--- src/rtl/concat_packer_if.sv ---
// Purpose: handshake bundle for concat_packer: a narrow field stream in
// (valid/ready plus flush) and a packed wide word stream out (valid/ready).
// Ports (signals):
//   in_data / in_valid / in_ready : field stream into the packer
//   flush                         : close the current partial word
//   out_data / out_count          : packed word and its number of valid fields
//   out_valid / out_ready         : word stream out of the packer
// Modports: slave = packer side, master = producer/consumer side.
interface concat_packer_if #(
  parameter int unsigned FIELD_W    = 2,
  parameter int unsigned NUM_FIELDS = 4
);
  localparam int unsigned DATA_W = FIELD_W * NUM_FIELDS;
  localparam int unsigned CNT_W  = $clog2(NUM_FIELDS + 1);

  logic [FIELD_W-1:0] in_data;
  logic               in_valid;
  logic               in_ready;
  logic               flush;
  logic [DATA_W-1:0]  out_data;
  logic [CNT_W-1:0]   out_count;
  logic               out_valid;
  logic               out_ready;

  modport slave (
    input  in_data, in_valid, flush, out_ready,
    output in_ready, out_data, out_count, out_valid
  );

  modport master (
    output in_data, in_valid, flush, out_ready,
    input  in_ready, out_data, out_count, out_valid
  );
endinterface

--- src/rtl/concat_packer.sv ---
// Purpose: packs NUM_FIELDS narrow fields into one wide registered word,
// MSB-first or LSB-first, with flush to emit a partially filled word.
// Ports:
//   clk  : rising-edge clock
//   rst  : asynchronous active-high reset
//   bus  : concat_packer_if.slave (field stream in, packed word stream out)
module concat_packer #(
  parameter int unsigned FIELD_W    = 2,
  parameter int unsigned NUM_FIELDS = 4,
  parameter bit          MSB_FIRST  = 1'b1
) (
  input  logic                   clk,
  input  logic                   rst,
  concat_packer_if.slave         bus
);
  localparam int unsigned DATA_W = FIELD_W * NUM_FIELDS;
  localparam int unsigned CNT_W  = $clog2(NUM_FIELDS + 1);
  localparam logic [CNT_W-1:0] FULL = CNT_W'(NUM_FIELDS);

  logic [DATA_W-1:0] acc_q, acc_d;
  logic [CNT_W-1:0]  cnt_q, cnt_d;
  logic              closed_q, closed_d;
  logic [DATA_W-1:0] out_data_q, out_data_d;
  logic [CNT_W-1:0]  out_count_q, out_count_d;
  logic              out_valid_q, out_valid_d;

  logic              complete;
  logic              slot_free;
  logic              xfer;
  logic              in_ready_c;
  logic              accept;
  logic [CNT_W-1:0]  base_cnt;

  // Handshake qualifiers; in_ready may combinationally follow out_ready.
  always_comb begin
    complete   = (cnt_q == FULL) || (closed_q && (cnt_q != '0));
    slot_free  = !out_valid_q || bus.out_ready;
    xfer       = complete && slot_free;
    in_ready_c = !complete || slot_free;
    accept     = bus.in_valid && in_ready_c;
    base_cnt   = xfer ? '0 : cnt_q;
  end

  // Next-state: accumulator restart on transfer, field insert, flush close.
  always_comb begin
    acc_d       = xfer ? '0 : acc_q;
    cnt_d       = base_cnt + CNT_W'(accept);
    closed_d    = xfer ? 1'b0 : closed_q;
    out_data_d  = out_data_q;
    out_count_d = out_count_q;
    out_valid_d = out_valid_q;

    // Slot k of a word sits at the top for MSB-first, at the bottom otherwise.
    for (int unsigned s = 0; s < NUM_FIELDS; s++) begin
      if (accept && (base_cnt == CNT_W'(s))) begin
        acc_d[(MSB_FIRST ? (NUM_FIELDS - 1 - s) : s) * FIELD_W +: FIELD_W] = bus.in_data;
      end
    end

    // A flush only closes a word that is still open and non-empty afterwards.
    if (bus.flush && !complete && (cnt_d != '0) && (cnt_d != FULL)) begin
      closed_d = 1'b1;
    end

    if (xfer) begin
      out_data_d  = acc_q;
      out_count_d = cnt_q;
      out_valid_d = 1'b1;
    end else if (bus.out_ready) begin
      out_valid_d = 1'b0;
    end
  end

  // State registers.
  always_ff @(posedge clk or posedge rst) begin
    if (rst) begin
      acc_q       <= '0;
      cnt_q       <= '0;
      closed_q    <= 1'b0;
      out_data_q  <= '0;
      out_count_q <= '0;
      out_valid_q <= 1'b0;
    end else begin
      acc_q       <= acc_d;
      cnt_q       <= cnt_d;
      closed_q    <= closed_d;
      out_data_q  <= out_data_d;
      out_count_q <= out_count_d;
      out_valid_q <= out_valid_d;
    end
  end

  assign bus.in_ready  = in_ready_c;
  assign bus.out_data  = out_data_q;
  assign bus.out_count = out_count_q;
  assign bus.out_valid = out_valid_q;
endmodule

--- src/flat_wrapper.sv ---
// flat-port wrapper written by rule: the top's interface ports become plain ports
module concat_packer_flat 
#(
  parameter int unsigned FIELD_W    = 2,
  parameter int unsigned NUM_FIELDS = 4,
  parameter bit          MSB_FIRST  = 1'b1
)
  (clk, rst, bus_in_data, bus_in_valid, bus_flush, bus_out_ready, bus_in_ready, bus_out_data, bus_out_count, bus_out_valid);
  concat_packer_if #(.FIELD_W(FIELD_W), .NUM_FIELDS(NUM_FIELDS)) bus_i ();
  input  logic clk;
  input  logic rst;
  input wire logic [$bits(bus_i.in_data)-1:0] bus_in_data;
  input wire logic [$bits(bus_i.in_valid)-1:0] bus_in_valid;
  input wire logic [$bits(bus_i.flush)-1:0] bus_flush;
  input wire logic [$bits(bus_i.out_ready)-1:0] bus_out_ready;
  output wire logic [$bits(bus_i.in_ready)-1:0] bus_in_ready;
  output wire logic [$bits(bus_i.out_data)-1:0] bus_out_data;
  output wire logic [$bits(bus_i.out_count)-1:0] bus_out_count;
  output wire logic [$bits(bus_i.out_valid)-1:0] bus_out_valid;
  assign bus_i.in_data = bus_in_data;
  assign bus_i.in_valid = bus_in_valid;
  assign bus_i.flush = bus_flush;
  assign bus_i.out_ready = bus_out_ready;
  assign bus_in_ready = bus_i.in_ready;
  assign bus_out_data = bus_i.out_data;
  assign bus_out_count = bus_i.out_count;
  assign bus_out_valid = bus_i.out_valid;
  concat_packer #(.FIELD_W(FIELD_W), .NUM_FIELDS(NUM_FIELDS), .MSB_FIRST(MSB_FIRST)) u_core (.clk(clk), .rst(rst), .bus(bus_i));
endmodule
--- config.mk ---
export PLATFORM = sky130hd
export DESIGN_NAME = concat_packer_flat
export DESIGN_NICKNAME = d
export VERILOG_FILES = /design/src/rtl/concat_packer_if.sv /design/src/rtl/concat_packer.sv /design/src/flat_wrapper.sv
export SDC_FILE = /design/constraint.sdc
export NUM_CORES = 1
export LEC_CHECK = 0
export ABC_AREA = 1
export BUFFER_PORTS_ARGS = -buffer_cell sky130_fd_sc_hd__buf_4
export CAP_MARGIN = 20
export CORE_MARGIN = 10
export CORE_UTILIZATION = 35
export CTS_CLUSTER_DIAMETER = 100
export DETAILED_ROUTE_END_ITERATION = 6
export SLEW_MARGIN = 20
export SYNTH_ARGS = -nofsm -noshare
export SYNTH_HDL_FRONTEND = slang
export SYNTH_SLANG_ARGS = --single-unit
--- constraint.sdc ---
create_clock -name clk -period 1.8 [get_ports clk]
set_clock_uncertainty 0.2 [all_clocks]
set_input_delay 0.09 -clock clk [delete_from_list [all_inputs] [get_ports clk]]
set_output_delay 0.09 -clock clk [all_outputs]
set_load 0.05 [all_outputs]
==> metrics.md, run 1 <==
| Metric | Value |
|---|---|
| Status | `complete, no violations` |
| Synth unique cells | `18` |
| Final setup fails | `0` |
| Crit path kind | `reg2reg` |
| Synthesis Warnings | `0` |
| Routability cong. | `0.754` |
| Asr flop ratio synth | `1.00` |
| Sink Count | `24` |
| PortBufs | `19` |
| CP peak stage delay | `between 0.4 and 0.5 ns` |
| Largest net degree at the start of global routing | `25` |
| Power density over the cells | `1970 mW/mm²` |
| Layout cells sized above 1 | `0.379` |
| Top post-synthesis cells by count | `50 x nand2_1, 24 x dfrtp_1, 17 x nand3_1, 7 x inv_1, 5 x nor2_1` |
| Area leader, netlist | `dfrtp_1` |
| Number of synthesized flops with an enable pin | `0` |
| Clock latency at the later pin of the worst-skew pair | `0.31 ns` |
| VDD IR max | `864 µV` |
| Tot GR Track Use | `0.0880` |
| Worst Hold Class | `in2async` |
| Most frequent cell after synthesis | `nand2_1` |
| Nets | `170` |
| CP max FO | `5` |
| Total wire length | `about 2400 µm` |
| Non-Filler Instances | `approximately 190` |
| Final hold slack | `approximately 0.16 ns` |
| Synth-to-Final Area Change | `41.8%` |
| Global route total overflow | `0` |
| Max Slew Vio Count | `0` |
| Mapped Cells | `~120` |
| Setup crit end kind | `flip-flop` |
| Crit path arrival time | `between 1.5 and 2 ns` |
| Achievable Freq | `566 MHz` |
| CTS Buf Count | `3` |
| Worst-path clk slew | `~0.13 ns` |
| Unrepaired setup endpoints after global routing | `yes` |
| Syn Nets | `129` |
| Initial DRC Count | `50` |
| Final hold vios | `0` |
| Die X-Extent | `between 70 and 80 µm` |
| Inst Count DP | `176` |
| Placeable Area | `0.00283 mm²` |
| Worst slew margin | `0.798` |
| Leakage | `0.799 nW` |
| Row count | `19` |
| Max_cap viols | `0` |
| Drt wl/cell | `about 12 µm` |
| Sequential cell area fraction in the yosys report | `0.569` |
| Clock Tree Buf Depth | `2` |
| Synth top area cells | `dfrtp_1 57%, nand2_1 18%, nand3_1 8.1%` |
| First-pass GRT wire length | `approximately 3800 µm` |
| Crit-path slowest cell | `dfrtp_2` |
| DR vias/cell | `4.55` |
| CTS tree | `built` |
| DP Wirelength | `around 1700 µm` |
| Mean Syn Cell Area | `around 8.7 µm²` |
| # diodes | `0` |
| Final ANT Viol Nets | `0` |
| Initial antenna violation count | `0` |
| Post-synth top flop | `dfrtp_1` |
| Detailed-route via count | `about 870` |
| Fill cells | `between 200 and 300` |
| Yosys reg bits | `24` |
| Setup crit start kind | `flip-flop` |
| CTS HTree Levels | `1` |
| DRC | `0` |
| Post-synth top area share | `0.569` |
| Pre-antenna DRT Iters | `4` |
| Vias in the first global route | `approximately 860` |
| Root buffer cell | `clkbuf_4` |
| Critical Path RT | `between 1.5 and 2 ns` |
| Mapped Area | `around 0.0011 mm²` |
| Post-route clock period utilization | `0.982` |
| Minimum clock period | `around 1.8 ns` |
| Die Y | `approximately 75 µm` |
| Worst Max-Slew Pin Slew | `between 0.3 and 0.4 ns` |
| Die area | `around 0.0056 mm²` |
| CP cell instances | `nor2_2 -> nand2_2 -> nand3b_1 -> nand2_2 -> inv_4 -> ha_4 -> nand3b_1 -> nand2_1 -> o21ai_2` |
| # IOs | `20` |
| Initial Util | `0.373` |
==> worst paths after layout <==
path,to,from,slack (ns),depth (start not counted)
hold / removal,u_core.bus.out_data[7],rst,0.16,4
setup / recovery,u_core.closed_q,u_core.cnt_q[0],0.03,9
min in group clk,u_core.bus.out_data[3],u_core.acc_q[3],0.28,2
hold reg to reg,u_core.bus.out_data[3],u_core.acc_q[3],0.28,2
setup reg to reg,u_core.closed_q,u_core.cnt_q[0],0.03,9
max in group asynchronous,u_core.cnt_q[0],rst,0.99,4
==> final cells by class <==
class	instances	area, µm²	area share
flip-flops and latches	24	603	0.403
multi-input cells	86	484	0.323
repair buffers	37	297	0.198
inverters	10	48.8	0.0326
well taps	31	38.8	0.0259
clock buffers	4	26.3	0.0175
==> flip-flops by register name (all words and copies together) (netlist names) <==
name / cells
u_core.acc_q: 8
u_core.bus.out_data: 8
u_core.bus.out_count: 3
u_core.cnt_q: 3
u_core.bus.out_valid: 1
u_core.closed_q: 1
==> metrics by stage <==
step / power [W] / TNS (ns) / utilization / area [µm²] / worst slack (ns)
after floorplan: 0.00197 / -3.18 / - / 1090 / -0.524
after global placement: 0.00242 / 0 / 0.464 / 1310 / 0.0657
after detailed placement: 0.00246 / 0 / 0.464 / 1310 / 0.0167
after CTS: 0.00273 / 0 / 0.497 / 1410 / 0.00336
after global routing: 0.00317 / -0.126 / 0.529 / 1500 / -0.0572
final: 0.00295 / 0 / 0.529 / 1500 / 0.0322
==> layout by cell type (no fill, tap or decap), types with 2 or more instances in the layout <==
cell / instances
nand2_2: 7
buf_4: 30
dfrtp_1: 22
nand3_1: 15
clkbuf_4: 3
nor2_2: 4
o21ai_1: 2
inv_1: 5
dlygate4sd3_1: 6
inv_4: 3
nand2_1: 44
dfrtp_2: 2
nand3_2: 2
nand3b_1: 2
==> power breakdown <==
part	total, W	internal, W	switching (W)
combinational	0.00181	0.000666	0.00115
sequential	0.000894	0.000754	0.000140
clock	0.000240	0.0000864	0.000154
==> routing by layer <==
layer  part of all wire  GRT usage  up-vias
li1                   -          -      464
met1               0.45      0.105      396
met2               0.51      0.146        9
met3              0.020     0.0197        4
met4              0.016     0.0441        0
met5                  0          0        -
==> worst max-delay path, delay by kind of cell, from the launching register on <==
family	cells	cell delay, ns
AO/OA/AOI/OAI	1	0.05
adder cells (fa/ha/maj)	1	0.19
buffers and inverters	1	0.08
flip-flops	1	0.48
AND/OR/NAND/NOR	6	0.67
==> cells by family (layout without fill, tap and decap cells) <==
kind of cell | count (synthesis) | count (layout) | share of synthesized area
AO/OA/AOI/OAI | 5 | 5 | 0.0296
AND/OR/NAND/NOR | 78 | 79 | 0.338
buffers and inverters | 12 | 51 | 0.0438
flip-flops | 24 | 24 | 0.569
adder cells (fa/ha/maj) | 1 | 1 | 0.0118
XOR/XNOR | 1 | 1 | 0.00830
==> timing repair <==
item	4_1_cts	5_1_grt
setup endpoints to repair	1	8
setup buffers	1	4
hold buffers	6	0
gates resized for setup	0	16
cloned	0	1
hold endpoints to repair	35	0
pin swaps	1	6
No activity file was read; power rests on OpenSTA's default activity.
==> run 2: changes to the inputs <==
Settings changed: ABC_AREA 1 to default, CAP_MARGIN 20 to 15.
==> metrics.md, run 2 <==
| Metric | Value |
|---|---|
| Final setup fails | `20 (+20)` |
| Row count | `20 (+1)` |
| Clock Tree Buf Depth | `2 (unchanged)` |
| Max_cap viols | `0 (unchanged)` |
| CP cell instances | `or3b_4 -> buf_6 -> a21oi_4 -> nor2b_2 -> ha_4 -> xor2_1 -> o21ai_1 -> a22oi_1` |
| R2r worst-path depth | `8 (-1)` |
| Initial Util | `0.367 (-0.00607)` |
| Worst Max-Slew Pin Slew | `0.356 ns (+0.0520 ns)` |
| Achievable Freq | `495 MHz (-12%)` |
| Initial antenna violation count | `0 (unchanged)` |
| Vias in the first global route | `852 (-0.70%)` |
| Sink Count | `24 (unchanged)` |
| Origin of the worst setup path | `u_core.cnt_q[0]` |
| Highest Signal Layer | `met4` |
| Tot GR Track Use | `0.0836 (-0.00438)` |
| Max Slew Vio Count | `0 (unchanged)` |
| Die area | `0.00587 mm² (+4.5%)` |
| Switch share | `0.428 (-0.0612)` |
| First-pass GRT wire length | `4130 µm (+7.8%)` |
| Reg-to-reg startpoint | `u_core.cnt_q[0]` |
| Detailed-route via count | `874 (+0.11%)` |
| Unrepaired setup endpoints after global routing | `yes` |
| Worst Hold Path EP | `u_core.closed_q` |
| DP Wirelength | `1760 µm (+2.5%)` |
| Layout cells sized above 1 | `0.457 (+0.0785)` |
| Crit path arrival time | `2.06 ns (+0.27 ns)` |
| Hold Path Stages | `4` |
| Worst Hold Class | `in2reg` |
| Final ANT Viol Nets | `0 (unchanged)` |
| Synthesis Warnings | `0 (unchanged)` |
| Hold Path Origin | `bus_out_ready` |
| Commonest non-fill, non-tap cells in the layout | `29 x buf_4, 24 x dfrtp_1, 8 x mux2_4` |
| Synth top area cells | `dfrtp_1 54%, mux2_2 9.0%, o21ai_0 3.1%` |
| Area leader, netlist | `dfrtp_1` |
| Setup crit end kind | `flip-flop` |
| Minimum clock period | `2.02 ns (+0.251 ns)` |
| Synth-to-Final Area Change | `40.4%` |
| Placeable Area | `0.00305 mm² (+7.9%)` |
| Mean Syn Cell Area | `12.3 µm² (+41%)` |
| Largest net degree at the start of global routing | `25 (unchanged)` |
| Routability cong. | `0.854 (+13%)` |
| M1 WL | `1140 µm (+6.1%)` |
| Synth unique cells | `35 (+17)` |
| Post-route clock period utilization | `1.12 (+0.139)` |
| R2R Setup Slk | `-0.22 ns (-0.25 ns)` |
| VDD IR max | `759 µV (-12%)` |
| Commonest non-fill, non-tap cell in the layout | `buf_4` |
| Mapped Cells | `91 (-25%)` |
| PortBufs | `19 (unchanged)` |
| CP max FO | `3 (-2)` |
| Drt wl/cell | `14.4 µm (+16%)` |
| Mapped Area | `0.00112 mm² (+6.2%)` |
| Nets | `139 (-18%)` |
| Crit path kind | `reg2reg` |
| Clock power share | `0.079 (-0.003)` |
| Internal Pwr Total | `0.00171 W (+14%)` |
| P_sw | `0.00128 W (-11%)` |
| Final hold vios | `0 (unchanged)` |
| Worst-path clk slew | `0.13 ns (about the same)` |
| Yosys reg bits | `24 (unchanged)` |
| Top post-synthesis cells by count | `24 x dfrtp_1, 9 x mux2_2, 7 x o21ai_0, 4 x inv_1, 4 x o32ai_1` |
| Global route total overflow | `0 (unchanged)` |
| Status | `finished, violations left` |
| Root buffer cell | `clkbuf_4` |
| CTS HTree Levels | `1 (unchanged)` |
| Syn Nets | `99 (-23%)` |
| Asr flop ratio synth | `1.00 (unchanged)` |
| Worst setup margin | `-0.219 ns (-0.251 ns)` |
| DR vias/cell | `5.05 (+11%)` |
| Post-synth top flop | `dfrtp_1` |
| Pre-antenna DRT Iters | `4 (unchanged)` |
| Most frequent cell after synthesis | `dfrtp_1` |
| Crit-path slowest cell | `dfrtp_1` |
| Placement Setup Slack | `-0.268 ns (-0.285 ns)` |
| CP peak stage delay | `0.41 ns (-0.07 ns)` |
| Total wire length | `2490 µm (+4.6%)` |
| Number of synthesized flops with an enable pin | `0 (unchanged)` |
| Worst slew margin | `0.760 (-0.0372)` |
| Initial DRC Count | `33 (-34%)` |
| Clock latency at the later pin of the worst-skew pair | `0.31 ns (about the same)` |
| FF-to-FF End | `u_core.closed_q` |
| Setup crit start kind | `flip-flop` |
| CTS tree | `built` |
| Die Y | `76.6 µm (+2.2%)` |
| # diodes | `0 (unchanged)` |
| Post-synth top area share | `0.536 (-0.0330)` |
| # IOs | `20 (unchanged)` |
| Inst Count DP | `159 (-9.7%)` |
| Reg power frac | `0.301 (-0.002)` |
| Non-Filler Instances | `173 (-9.9%)` |
| Power density over the cells | `1900 mW/mm² (-3.4%)` |
| Logic pwr share | `0.620 (+0.005)` |
| Failing checks | `setup timing` |
| CTS Buf Count | `3 (unchanged)` |
| Leakage | `0.753 nW (-5.8%)` |
| Critical Path RT | `1.84 ns (+0.02 ns)` |
| Met3 WL | `135 µm (+190%)` |
| DR WL met2 | `1190 µm (-2.5%)` |
| DRC | `0 (unchanged)` |
| Die X-Extent | `76.6 µm (+2.2%)` |
| Sequential cell area fraction in the yosys report | `0.536 (-0.0330)` |
==> run 2: area by class of cell <==
type / instances / area (µm²)
Timing Repair Buffer: 42 / 364
Multi-Input combinational cell: 56 / 517
Inverter: 4 / 15.0
Tap cell: 44 / 55.1
Sequential cell: 24 / 601
Fill cell: 285 / 1480
Clock buffer: 3 / 22.5
==> run 2: how the worst max path moves through the flow <==
stage                                 end  slack (ns)  cells past startpoint
final                     u_core.closed_q       -0.22                      8
after global placement    u_core.closed_q       -0.20                      8
after detailed placement  u_core.closed_q       -0.27                      8
after floorplan           u_core.closed_q       -0.53                     10
after global routing      u_core.closed_q       -0.29                      9
after CTS                 u_core.closed_q       -0.20                      7
==> run 2: power groups by stage <==
stage / logic [W] / clock network [W] / registers [W]
after CTS: 0.00164 / 0.000244 / 0.000895
after detailed placement: 0.00156 / 0 / 0.000906
after global placement: 0.00155 / 0 / 0.000893
after global routing: 0.00198 / 0.000268 / 0.000934
final: 0.00186 / 0.000235 / 0.000902
after floorplan: 0.000795 / 0 / 0.00124
==> run 2: worst max-delay path, delay by kind of cell, from the launching register on <==
kind | cells | cell delay [ns]
AND/OR/NAND/NOR | 2 | 0.48
flip-flops | 1 | 0.41
AO/OA/AOI/OAI | 3 | 0.41
adder cells (fa/ha/maj) | 1 | 0.17
XOR/XNOR | 1 | 0.14
buffers and inverters | 1 | 0.13
==> run 2: what timing repair did <==
item,CTS,global route
setup buffers,1,4
cloned,0,0
endpoints found under the hold margin,35,0
hold buffers,6,0
pin swaps,7,1
endpoints found under the setup margin,15,17
gates resized for setup,7,14
==> run 2: cells by family (layout without fill, tap and decap cells) <==
family                   after synthesis  after routing  synth area share
flip-flops                            24             24             0.536
AO/OA/AOI/OAI                         23             23             0.150
AND/OR/NAND/NOR                       16             16            0.0871
multiplexers                          13             13             0.135
buffers and inverters                 11             49            0.0580
XOR/XNOR                               3              3            0.0234
adder cells (fa/ha/maj)                1              1            0.0112
==> run 2: through the flow <==
stage	TNS, ns	total power, W	utilization	hold slack (ns)	instance area (µm²)
final	-2.55	0.00299	0.516	0.0245	1570
after global routing	-3.62	0.00318	0.516	0.0451	1570
after CTS	-2.08	0.00278	0.487	0.00792	1490
after detailed placement	-2.23	0.00247	0.448	-0.0405	1370
after global placement	-1.57	0.00244	0.448	-0.0427	1370
after floorplan	-3.20	0.00204	-	-0.0954	1140
==> run 2: routing by layer <==
layer,vias up,track usage
li1,408,-
met1,431,0.109
met2,30,0.127
met3,5,0.0295
met4,0,0.0242
met5,-,0
==> run 3: changes to the inputs <==
Settings changed: CORE_ASPECT_RATIO from default to 1.75.
==> metrics.md, run 3 (synthesized netlist as in run 2, its figures left out) <==
| Metric | Value |
|---|---|
| Placeable Area | `0.00311 mm² (+1.8%)` |
| Post-route clock period utilization | `1.12 (-0.00183)` |
| Total wire length | `2630 µm (+5.7%)` |
| Failing checks | `setup timing` |
| Root buffer cell | `clkbuf_8` |
| Non-Filler Instances | `171 (-1.2%)` |
| Minimum clock period | `2.02 ns (-0.00329 ns)` |
| Final hold vios | `0 (unchanged)` |
| Worst-path clk slew | `0.08 ns (-0.05 ns)` |
| Leakage | `0.781 nW (+3.8%)` |
| Power density over the cells | `2000 mW/mm² (+5.1%)` |
| Die Y | `94.9 µm (+24%)` |
| CP max FO | `3 (unchanged)` |
| Status | `finished, violations left` |
| Setup crit end kind | `flip-flop` |
| Detailed-route via count | `869 (-0.57%)` |
| Final core utilization | `0.529 (+0.0130)` |
| Worst Max-Slew Pin Slew | `0.375 ns (+0.0197 ns)` |
| Vias in the first global route | `890 (+4.5%)` |
| Die X-Extent | `62.8 µm (-18%)` |
| Worst Hold Class | `in2reg` |
| Hold Path Stages | `3 (-1)` |
| Worst Hold Path EP | `u_core.bus.out_valid` |
| CTS HTree Levels | `1 (unchanged)` |
| Clock latency at the later pin of the worst-skew pair | `0.26 ns (-0.05 ns)` |
| Tot GR Track Use | `0.0860 (+0.00244)` |
| DRC | `0 (unchanged)` |
| Synth-to-Final Area Change | `46.5%` |
| Pre-antenna DRT Iters | `4 (unchanged)` |
| Setup crit start kind | `flip-flop` |
| Routability cong. | `0.730 (-15%)` |
| Commonest non-fill, non-tap cell in the layout | `buf_4` |
| Critical Path RT | `1.74 ns (-0.10 ns)` |
| FF-to-FF End | `u_core.closed_q` |
| R2r worst-path depth | `7 (-1)` |
| Initial Util | `0.361 (-0.00650)` |
| CP cell instances | `or3b_4 -> a21o_4 -> and2_4 -> ha_4 -> xor2_1 -> o21ai_1 -> a22oi_1` |
| R2R Setup Slk | `-0.22 ns (about the same)` |
| Nets | `137 (-1.4%)` |
| CTS tree | `built` |
| VDD IR max | `1130 µV (+48%)` |
| Global route total overflow | `0 (unchanged)` |
| Clock Tree Buf Depth | `2 (unchanged)` |
| DR vias/cell | `5.08 (+0.59%)` |
| Commonest non-fill, non-tap cells in the layout | `28 x buf_4, 24 x dfrtp_1, 11 x mux2_4` |
| Achievable Freq | `496 MHz (+0.16%)` |
| Max_cap viols | `0 (unchanged)` |
| Crit path kind | `reg2reg` |
| Inst Count DP | `158 (-0.63%)` |
| Crit path arrival time | `1.96 ns (-0.10 ns)` |
| PortBufs | `19 (unchanged)` |
| Max Slew Vio Count | `0 (unchanged)` |
| Final setup fails | `17 (-15%)` |
| Layout cells sized above 1 | `0.461 (+0.00357)` |
| Initial antenna violation count | `0 (unchanged)` |
| Reg-to-reg startpoint | `u_core.cnt_q[1]` |
| Sink Count | `24 (unchanged)` |
| # IOs | `20 (unchanged)` |
| Row count | `27 (+35%)` |
| First-pass GRT wire length | `4170 µm (+1.2%)` |
| Unrepaired setup endpoints after global routing | `yes` |
| # diodes | `0 (unchanged)` |
| CP peak stage delay | `0.43 ns (+0.02 ns)` |
| Largest net degree at the start of global routing | `25 (unchanged)` |
| CTS Buf Count | `3 (unchanged)` |
| Die area | `0.00596 mm² (+1.5%)` |
| Final ANT Viol Nets | `0 (unchanged)` |
| Hold Path Origin | `bus_out_ready` |
| Crit-path slowest cell | `or3b_4` |
| Drt wl/cell | `15.4 µm (+7.0%)` |
| Worst slew margin | `0.747 (-0.0129)` |
| Worst setup margin | `-0.215 ns (+0.00329 ns)` |
| Initial DRC Count | `17 (-48%)` |
| DP Wirelength | `1890 µm (+7.2%)` |
==> run 3: timing repair <==
| action | CTS | global route |
|---|---|---|
| gates cloned | 0 | 1 |
| hold buffers | 5 | 0 |
| pin swaps | 6 | 4 |
| gates resized for setup | 21 | 7 |
| endpoints found under the setup margin | 16 | 16 |
| endpoints found under the hold margin | 33 | 0 |
| setup buffers | 2 | 2 |
==> run 3: area by class of cell <==
| class | instances | area, µm² |
|---|---|---|
| sequential | 24 | 601 |
| multi-input combinational | 56 | 541 |
| tap | 43 | 53.8 |
| fill | 288 | 1470 |
| inverter | 4 | 15.0 |
| clock buffer | 4 | 55.1 |
| timing repair buffer | 40 | 378 |
==> run 3: worst max path at each step <==
stage,startpoint,to,depth (start not counted)
2_1_floorplan,u_core.cnt_q[0],u_core.closed_q,10
3_3_place_gp,u_core.cnt_q[1],u_core.closed_q,7
3_5_place_dp,u_core.cnt_q[1],u_core.closed_q,7
4_1_cts,u_core.cnt_q[0],u_core.closed_q,7
5_1_grt,u_core.cnt_q[1],u_core.closed_q,7
6_report,u_core.cnt_q[1],u_core.closed_q,7
==> run 3: power by group <==
group	leakage, nW	internal [W]	switching (W)
combinational	0.441	0.000977	0.00105
clock	0.0288	0.000195	0.000157
sequential	0.312	0.000769	0.000138
total	0.781	0.00194	0.00134
==> run 3: per-stage QoR <==
| step | instance area [µm²] | worst slack, ns | hold slack, ns | total power [W] | setup TNS (ns) |
|---|---|---|---|---|---|
| 3_3_place_gp | 1370 | -0.240 | -0.0467 | 0.00244 | -1.95 |
| 6_report | 1640 | -0.215 | 0.0144 | 0.00328 | -1.88 |
| 5_1_grt | 1640 | -0.287 | 0.0266 | 0.00347 | -2.82 |
| 3_5_place_dp | 1370 | -0.331 | -0.0377 | 0.00249 | -2.58 |
| 2_1_floorplan | 1140 | -0.530 | -0.0954 | 0.00204 | -3.20 |
| 4_1_cts | 1580 | -0.252 | 0.00404 | 0.00314 | -1.67 |
==> run 3: worst max-delay path: cells and delay by family (launching register included) <==
kind,cells,cell delay (ns)
AOI/OAI and AO/OA,3,0.45
xor gates and xnor gates,1,0.13
adders and majority gates,1,0.16
DFF,1,0.39
and+or+nand+nor,2,0.57
==> run 3: routing by layer <==
layer / global-route usage / wire [µm] / vias up
met3: 0.0249 / 100 / 4
li1: - / - / 405
met4: 0.0375 / 34 / 0
met1: 0.0847 / 999 / 445
met5: 0 / 0 / -
met2: 0.163 / 1500 / 15
